[src/rtl/fb_pipe_stage.sv]
// fb_pipe_stage: generic pipeline boundary register with valid/ready handshake,
// flush-to-bubble, hazard lock and a 2-entry skid buffer so that in_ready never
// depends combinationally on out_ready.
// Optional build macro FB_PIPE_STALL_CNT_EN enables the downstream back-pressure
// counter on stall_cnt; without it stall_cnt is tied to zero.
module fb_pipe_stage #(
  parameter int                DATA_W = 96,
  parameter logic [DATA_W-1:0] BUBBLE = {DATA_W{1'b0}}
) (
  input  logic              clk,
  input  logic              rst,
  input  logic              flush,
  input  logic              lock,
  input  logic              in_valid,
  output logic              in_ready,
  input  logic [DATA_W-1:0] in_data,
  output logic              out_valid,
  input  logic              out_ready,
  output logic [DATA_W-1:0] out_data,
  output logic [31:0]       stall_cnt
);

  // Occupancy is carried directly by the two valid bits; (0,1) cannot occur.
  typedef enum logic [1:0] {
    EMPTY = 2'b00,
    FULL  = 2'b10,
    SKID  = 2'b11
  } state_t;

  logic              main_v;
  logic              skid_v;
  logic [DATA_W-1:0] main_d;
  logic [DATA_W-1:0] skid_d;
  logic              in_fire;
  logic              out_fire;
  state_t            state;

  assign state     = state_t'({main_v, skid_v});
  assign in_ready  = !skid_v && !lock;
  assign in_fire   = in_valid && in_ready;
  assign out_fire  = main_v && out_ready && !lock;
  assign out_valid = main_v;
  assign out_data  = main_d;

  // Main/skid occupancy and payload update; empty slots always hold BUBBLE.
  always_ff @(posedge clk) begin
    if (rst || flush) begin
      main_v <= 1'b0;
      skid_v <= 1'b0;
      main_d <= BUBBLE;
      skid_d <= BUBBLE;
    end else if (!lock) begin
      case (state)
        EMPTY: begin
          if (in_fire) begin
            main_v <= 1'b1;
            main_d <= in_data;
          end
        end
        FULL: begin
          if (in_fire && out_fire) begin
            main_d <= in_data;
          end else if (out_fire) begin
            main_v <= 1'b0;
            main_d <= BUBBLE;
          end else if (in_fire) begin
            skid_v <= 1'b1;
            skid_d <= in_data;
          end
        end
        SKID: begin
          if (out_fire) begin
            main_d <= skid_d;
            skid_v <= 1'b0;
            skid_d <= BUBBLE;
          end
        end
        default: begin
          // Unreachable occupancy: drop the orphaned skid entry.
          skid_v <= 1'b0;
          skid_d <= BUBBLE;
        end
      endcase
    end
  end

`ifdef FB_PIPE_STALL_CNT_EN
  logic [31:0] stall_q;

  // Count cycles where a valid entry is held back by downstream, saturating.
  always_ff @(posedge clk) begin
    if (rst) begin
      stall_q <= 32'h0;
    end else if (main_v && !out_ready && (stall_q != 32'hFFFF_FFFF)) begin
      stall_q <= stall_q + 32'h1;
    end
  end

  assign stall_cnt = stall_q;
`else
  assign stall_cnt = 32'h0;
`endif

endmodule
[config.mk]
export PLATFORM = sky130hd
export DESIGN_NAME = fb_pipe_stage
export DESIGN_NICKNAME = d
export VERILOG_FILES = /design/src/rtl/fb_pipe_stage.sv
export SDC_FILE = /design/constraint.sdc
export NUM_CORES = 1
export LEC_CHECK = 0
export BUFFER_PORTS_ARGS = -buffer_cell sky130_fd_sc_hd__buf_4
export CAP_MARGIN = 20
export CORE_ASPECT_RATIO = 0.8
export CORE_UTILIZATION = 35
export CTS_BUF_LIST = sky130_fd_sc_hd__clkbuf_2 sky130_fd_sc_hd__clkbuf_4 sky130_fd_sc_hd__clkbuf_8
export DETAILED_ROUTE_END_ITERATION = 8
export MAX_ROUTING_LAYER = met4
export SLEW_MARGIN = 15
export SYNTH_ARGS = -nofsm -noshare
export SYNTH_HDL_FRONTEND = slang
export SYNTH_SLANG_ARGS = --single-unit
[constraint.sdc]
create_clock -name clk -period 1.6 [get_ports clk]
set_input_delay 0.32 -clock clk [delete_from_list [all_inputs] [get_ports clk]]
set_output_delay 0.32 -clock clk [all_outputs]
set_load 0.02 [all_outputs]
# Yosys cells after proc, flatten, opt, wreduce, memory -nomap -nowiden
# Cells that the tools add are included.
[op_classes] n_bitwise=2 eq_ne=9 n_reduce_logical=14 muxes=15
[op_table] op="$mux 96" n=6
[op_table] op="$pmux 96 s3" n=2
[op_table] op="$ne 2x2->1 const B" n=6
[op_table] op="$reduce_and 5->1" n=2
[op_table] op="$reduce_and 6->1" n=1
[op_table] op="$logic_and 1x1->1" n=5
[op_table] op="$mux 1" n=5
[op_table] op="$eq 2x2->1 const B" n=2
[op_table] op="$ne 3x3->1 const B" n=1
[op_table] op="$pmux 1 s3" n=1
[op_table] op="$reduce_bool 3->1" n=1
[op_table] op="$logic_not 1->1" n=2
[op_table] op="$logic_not 2->1" n=1
[op_table] op="$not 1->1" n=2
[op_table] op="$pmux 1 s2" n=1
[op_table] op="$reduce_bool 2->1" n=1
[op_table] op="$logic_or 1x1->1" n=1
[totals] wordCells=44 ff_bits=194

# Logic depth before layout (Yosys ltp)
# Gate-level depths: netlist (run 1).
[logic_depth] ltp_word=7 mapped_depth=7 ltp_nobuf=4

# Least setup slack after synthesis (run 1)
# Ideal clock, no wire load.
[synth_path] path_kind="register to register" from="register main_v, in the netlist out_valid" to="register main_d[54], in the netlist out_data[54]" required_time_ns=1.480 arrival_ns=1.500 setup_slack_ns=-0.020 path_stages_with_launch=7 setup_ns=0.120 path_cell_list="dfxtp_1 -> buf_4 -> buf_2 -> a21bo_2 -> buf_2 -> a211oi_1 -> nor2_1"
[synth_via] elab_chain_cells=5 word_cells_on_any_way=13
[synth_rtl] item="start, declared" line_no="30" rtl="logic main_v;"
[synth_rtl] item="start signal, assigned" line_no="48" rtl="main_v <= 1'b0;"
[synth_rtl] item="start signal, assigned" line_no="56" rtl="main_v <= 1'b1;"
[synth_rtl] item="start signal, assigned" line_no="64" rtl="main_v <= 1'b0;"
[synth_rtl] item="$logic_and 1x1->1 (2 in a row)" line_no="41" rtl="assign out_fire = main_v && out_ready && !lock;"
[synth_rtl] item="$logic_and 1x1->1" line_no="61" rtl="if (in_fire && out_fire) begin"
[synth_rtl] item="$ne 3x3->1 (no line) or $mux 96 (tied branches)"
[synth_rtl] item="$reduce_and 5->1 (no line) or $pmux 96 s3 (tied branches)"
[synth_rtl] item="end signal, assigned" line_no="57" rtl="main_d <= in_data;"
[synth_rtl] item="end signal, assigned" line_no="62" rtl="main_d <= in_data;"
[synth_rtl] item="end signal, assigned" line_no="73" rtl="main_d <= skid_d;"
[synth_rtl] item="end, declared" line_no="32" rtl="logic [DATA_W-1:0] main_d;"
# Several ways; a longest one is shown, not always the timed one.
# A chain may end at the register's enable or synchronous reset.

# Final worst setup path (run 1)
[layout_path] from="register skid_v" to="output in_ready"
[layout_via] elab_chain_cells=2
[layout_rtl] item="start, declared" line_no="31" rtl="logic skid_v;"
[layout_rtl] item="start signal, assigned" line_no="49" rtl="skid_v <= 1'b0;"
[layout_rtl] item="start signal, assigned" line_no="67" rtl="skid_v <= 1'b1;"
[layout_rtl] item="start signal, assigned" line_no="74" rtl="skid_v <= 1'b0;"
[layout_rtl] item="$logic_not 1->1" line_no="39" rtl="assign in_ready = !skid_v && !lock;"
[layout_rtl] item="$logic_and 1x1->1" line_no="39"
[layout_rtl] item="end, declared" line_no="15" rtl="output logic in_ready,"
# No other way between the ends.

==> metrics, run 1 <==
status finished, final reports clean; clock-pin slew on the worst setup and hold paths 0.11 ns; Diodes inserted 0; met3 global-route usage 0.03853; initial core utilization 0.3611; Setup-failing EPs final 0; combinational share of power 0.144; Area growth syn-to-layout 29.40%; Fin Clk Skew 0.01391 ns; Util after Layout 0.4673; Die X around 180 um; DP HPWL 15860 um; Gate Count Post-Synth 1022; fillcell total 2374; clk buf depth 2; number of flops mapped to enable cells by yosys 0; period utilization 0.9854; CTS tree yes; slowest CP cell dfxtp_4; ys flop type dfxtp_1; Iteration-0 DRC Markers 521; final hold vios 0; startpoint types flop; leading area contributor after synthesis dfxtp_1; Final ANT Viol Nets 0; die footprint 26060 um2; count of cell types in the netlist 30; H-Tree Depth 4; R2R setup slack around 0.04 ns; DR vias/cell 5.281; Setup CP Type flop to primary output; WHS 0.07178 ns; Synth warnings 0; Cell Int Power a little under 7 mW; CTS Buf Count 17; global-route usage over all layers 0.2009; Sw Pwr 2.753 mW; Sink Count 194; Nets 1295; CP Cell Sequence buf_12 -> nor2_4 -> buf_6; PwrDens 823.1 nW/um2; first-pass GRT wire length about 40000 um; Clock Latency Late Sink 0.47 ns; RSZ-0062 raised after global routing true; port bufs 199; Leakage Power ~4.4 nW; cell family with most CP delay flip-flops; layout cell share with drive strength beyond 1 0.2629; worst path arrival time approximately 1.3 ns; DR pass1 iterations 5; cell row count 51; antenna violations before repair 0; routed length per placed instance 17.40 um; Clk pwr share 0.331; GR Util met2 0.2962; buffer and inverter count on the worst path 2; routability cong. 0.7975; vias 8048; Synth Area per Inst 8.703 um2; Async S/R FF share, synth 0; WL final ~27000 um; dominant cells by area after synthesis dfxtp_1, mux2i_1, o21ai_0; # hold bufs at CTS 0; Die Ht roughly 140 um; Final min period roughly 1.6 ns; Post-route DRC 0; Worst VDD drop 443.9 uV; Hold Crit Class input port to flop; largest net degree at the start of global routing 61; switch share 0.2906; max cap viols 0; Flop pwr share 0.525; Slew Limit Fails 0; io pins between 200 and 250; Core ar. 24630 um2; CP Max Fanout 5; GRT busiest layer met2; commonest non-fill, non-tap cell in the layout buf_4; M1 GR Usage 0.2800; max frequency roughly 0.63 GHz; Worst setup EP type primary output; required time of the critical path 1.28 ns; CTS root buf clkbuf_8; FF+latch count, synth 194; area share of the largest cell type after synthesis 0.4366; remaining global-route overflow 0; crit-path max cell delay 0.39 ns; most frequent cells in the layout buf_4, dfxtp_1, nand2_1, o21ai_0; vias in the first global route approximately 7.4k; mapped cell area 8895 um2; Seq/Total Area, Yosys 0.4366
## path summary, 6_finish.rpt
path / start / to / depth (start not counted)
setup / recovery: skid_v$_SDFFE_PP0P_ / in_ready / 3
hold / removal: in_data[72] / skid_d[72]$_SDFFE_PP0P_ / 3
setup reg to reg: out_valid$_SDFFE_PP0P_ / skid_d[36]$_SDFFE_PP0P_ / 7
hold reg to reg: skid_d[62]$_SDFFE_PP0P_ / skid_d[62]$_SDFFE_PP0P_ / 2
## cell usage after synthesis, types with 8 or more instances
library cell,count
a221oi_2,15
buf_4,40
buf_1,8
nor2_1,34
nand3_1,30
o22a_1,30
buf_2,32
dfxtp_1,194
clkbuf_1,42
o21ai_0,126
mux2i_1,68
nor2b_1,68
a211oi_1,30
buf_6,10
nand2_1,165
a221oi_1,51
a21oi_1,66
## metal layers
metal | share of wire | vias to the layer above
met2 | 0.45 | 286
met5 | 0 | -
met1 | 0.48 | 3841
met4 | 0.0090 | 0
li1 | - | 3902
met3 | 0.054 | 19
## worst register-to-register path, stage by stage (launching register included)
cell       delay [ns]
dfxtp_4          0.40
nor2b_4          0.16
mux2i_2          0.27
nor2_4           0.07
buf_12           0.15
buf_12           0.13
clkbuf_16        0.17
mux2i_1          0.12
## metrics by stage
stage / worst slack [ns] / cell area (um2) / instances / total power [mW] / setup TNS [ns]
floorplan: 0.07488 / 9012 / 1053 / 5.828 / 0
global placement: -0.003732 / 10850 / 1479 / 6.374 / -0.004045
detailed placement: -0.03653 / 10850 / 1479 / 6.382 / -0.4869
CTS: 0.0004151 / 11290 / 1513 / 9.558 / 0
global route: -0.03667 / 11510 / 1524 / 9.902 / -0.07352
finish: 0.02344 / 11510 / 1524 / 9.474 / 0
## kinds of logic (layout without fill, tap and decap cells)
logic type,Yosys count,in the layout,synth area share
other cells,1,32,0.0004216
mux,68,68,0.07652
buf+inv,132,285,0.08553
compound gates,322,322,0.2427
simple gates,305,305,0.1583
flops,194,194,0.4366
## area by class of cell
| cell class | instances | area [um2] | share of cell area |
|---|---|---|---|
| clock buffer | 19 | 255.2 | 0.02218 |
| timing repair buffer | 253 | 2429 | 0.2110 |
| sequential | 194 | 3891 | 0.3381 |
| tap | 318 | 397.9 | 0.03457 |
| clock inverter | 13 | 117.6 | 0.01022 |
| multi-input combinational | 727 | 4419 | 0.3840 |
## sequential cells by signal (all words and copies together), names as in the netlist
register	count
out_data	96
out_valid	1
skid_d	96
skid_v	1
## power groups by stage
stage	Clock [mW]	Sequential (mW)	Combinational [mW]
floorplan	0	5.18	0.648
global placement	0	5.08	1.29
detailed placement	0	5.08	1.30
CTS	3.25	4.97	1.34
global route	3.44	4.98	1.48
finish	3.14	4.97	1.36
## timing repair
action | 4_1_cts | 5_1_grt
buffers inserted | 1 | 6
endpoints found under the setup margin | 57 | 61
gates cloned | 1 | 5
resized for setup | 7 | 16
pin swaps | 2 | 8
No activity file was read; power rests on OpenSTA's default activity.
==> run 2: changes to the inputs <==
- clock period: 1.6 -> 1.8 ns (I/O delays scaled with it)
==> run 2 against run 1 <==
  * Die area did not move
  * Hold slack improved by 0.033 ns
  * Sequential share of layout area rose by 0.72 points
  * Sequential power fell by 11%
  * Flip-flop and latch count did not move
  * First-iteration DRC count rose by 2.5%
  * Count of clock-buffer cells in the layout did not move
==> metrics, run 2 (same netlist as run 1, synthesis figures left out) <==
Slew Limit Fails 0; max frequency 0.6066 GHz; largest net degree at the start of global routing 67; WHS 0.1046 ns; DR pass1 iterations 4; Leakage Power 4.253 nW; required time of the critical path 2.19 ns; dpl cells 1479; H-Tree Depth 4; commonest non-fill, non-tap cell in the layout buf_4; io pins roughly 230; final hold vios 0; Diodes inserted 0; vias around 8k; Setup-failing EPs final 0; remaining global-route overflow 0; Clock Latency Late Sink around 0.47 ns; CP Max Fanout 33; DR vias/cell 5.153; RSZ-0062 raised after global routing false; routed length per placed instance 16.32 um; startpoint types flop; CTS root buf clkbuf_8; R2R depth 7; clk buf depth 2; R2R setup slack around 0.15 ns; cell row count 51; WL met3 1263 um; # hold bufs at CTS 0; Post-route DRC 0; die footprint roughly 26000 um2; vias in the first global route 7307; worst path arrival time 2.04 ns; fillcell total about 2.5k; Iteration-0 DRC Markers 534; Highest Signal Layer met4; CTS tree yes; Worst R2R Start skid_v$_SDFFE_PP0P_; DP HPWL 15300 um; Final TNS setup 0 ns; PwrDens 769.5 nW/um2; Nets 1285; Worst setup EP type flop; max cap viols 0; Hold Crit Class input port to flop; Reg-to-Reg End skid_d[39]$_SDFFE_PP0P_; period utilization 0.9158; clock-pin slew on the worst setup and hold paths 0.12 ns; initial core utilization 0.3611; Hold Crit Depth 3; most frequent cells in the layout buf_4, dfxtp_1, nand2_1, o21ai_0; Final min period about 1.6 ns; Final ANT Viol Nets 0; Setup CP Type flop to flop; routability cong. 0.7729; Tot Pwr 8.661 mW; Area growth syn-to-layout 26.53%; worst-case hold path end point skid_d[60]$_SDFFE_PP0P_; WL final 24710 um; port bufs 199; antenna violations before repair 0; DR WL met2 between 10000 and 15000 um; Worst VDD drop 441.8 uV; fin cells 1514; Core ar. 24630 um2; layout cell share with drive strength beyond 1 0.2542; Fin Clk Skew 0.02000 ns; first-pass GRT wire length 38770 um; pre-CTS WS 0.03425 ns; Sink Count between 150 and 200; Die Ht about 140 um; setup ws final 0.1516 ns; CTS Buf Count 17; global-route usage over all layers 0.1918; wl on met1 around 12000 um; Die X 180.2 um; hold path startpoint in_data[60]; status finished, final reports clean
## run 2: worst max path at each step
| stage | startpoint | end | slack (ns) | cells past startpoint |
|---|---|---|---|---|
| floorplan | out_valid$_SDFFE_PP0P_ | out_data[54]$_SDFFE_PP0P_ | 0.18 | 6 |
| global placement | lock | out_data[53]$_SDFFE_PP0P_ | 0.04 | 7 |
| detailed placement | lock | out_data[31]$_SDFFE_PP0P_ | 0.03 | 7 |
| CTS | skid_v$_SDFFE_PP0P_ | skid_d[39]$_SDFFE_PP0P_ | 0.08 | 6 |
| global route | skid_v$_SDFFE_PP0P_ | skid_d[6]$_SDFFE_PP0P_ | 0.03 | 7 |
| finish | skid_v$_SDFFE_PP0P_ | skid_d[39]$_SDFFE_PP0P_ | 0.15 | 7 |
## run 2: worst max-delay path, stage by stage (launching register included)
cell and delay (ns):
dfxtp_2 0.37, buf_4 0.15, buf_4 0.21, nor3b_4 0.22, buf_4 0.16, buf_12 0.22, nand2_1 0.09, mux2i_1 0.14
## run 2: cell type report
cell class	count	area (um2)	area share
clock buffer	19	255.2	0.02268
clock inverter	13	172.7	0.01534
tap	318	397.9	0.03535
timing repair buffer	243	2142	0.1903
multi-input combinational	727	4400	0.3910
sequential	194	3886	0.3453
## run 2: metrics by stage
step / utilization / area, um2
finish: 0.4569 / 11250
global route: 0.4569 / 11250
CTS: 0.4552 / 11210
detailed placement: 0.4379 / 10790
global placement: 0.4379 / 10790
floorplan: - / 9011
## run 2: metal layers
metal,vias up,track usage
li1,3886,-
met1,3681,0.2568
met2,218,0.2952
met3,16,0.04054
met4,0,0.04543
met5,-,-
## run 2: power by group
group,switching [mW],internal (mW)
Sequential,0.0470,4.37
Clock,1.66,1.45
Combinational,0.633,0.500
## run 2: what timing repair did
item	in CTS	in global routing
endpoints found under the setup margin	0	36
resized for setup	0	5
setup buffers	0	2
hold endpoints to repair	0	0
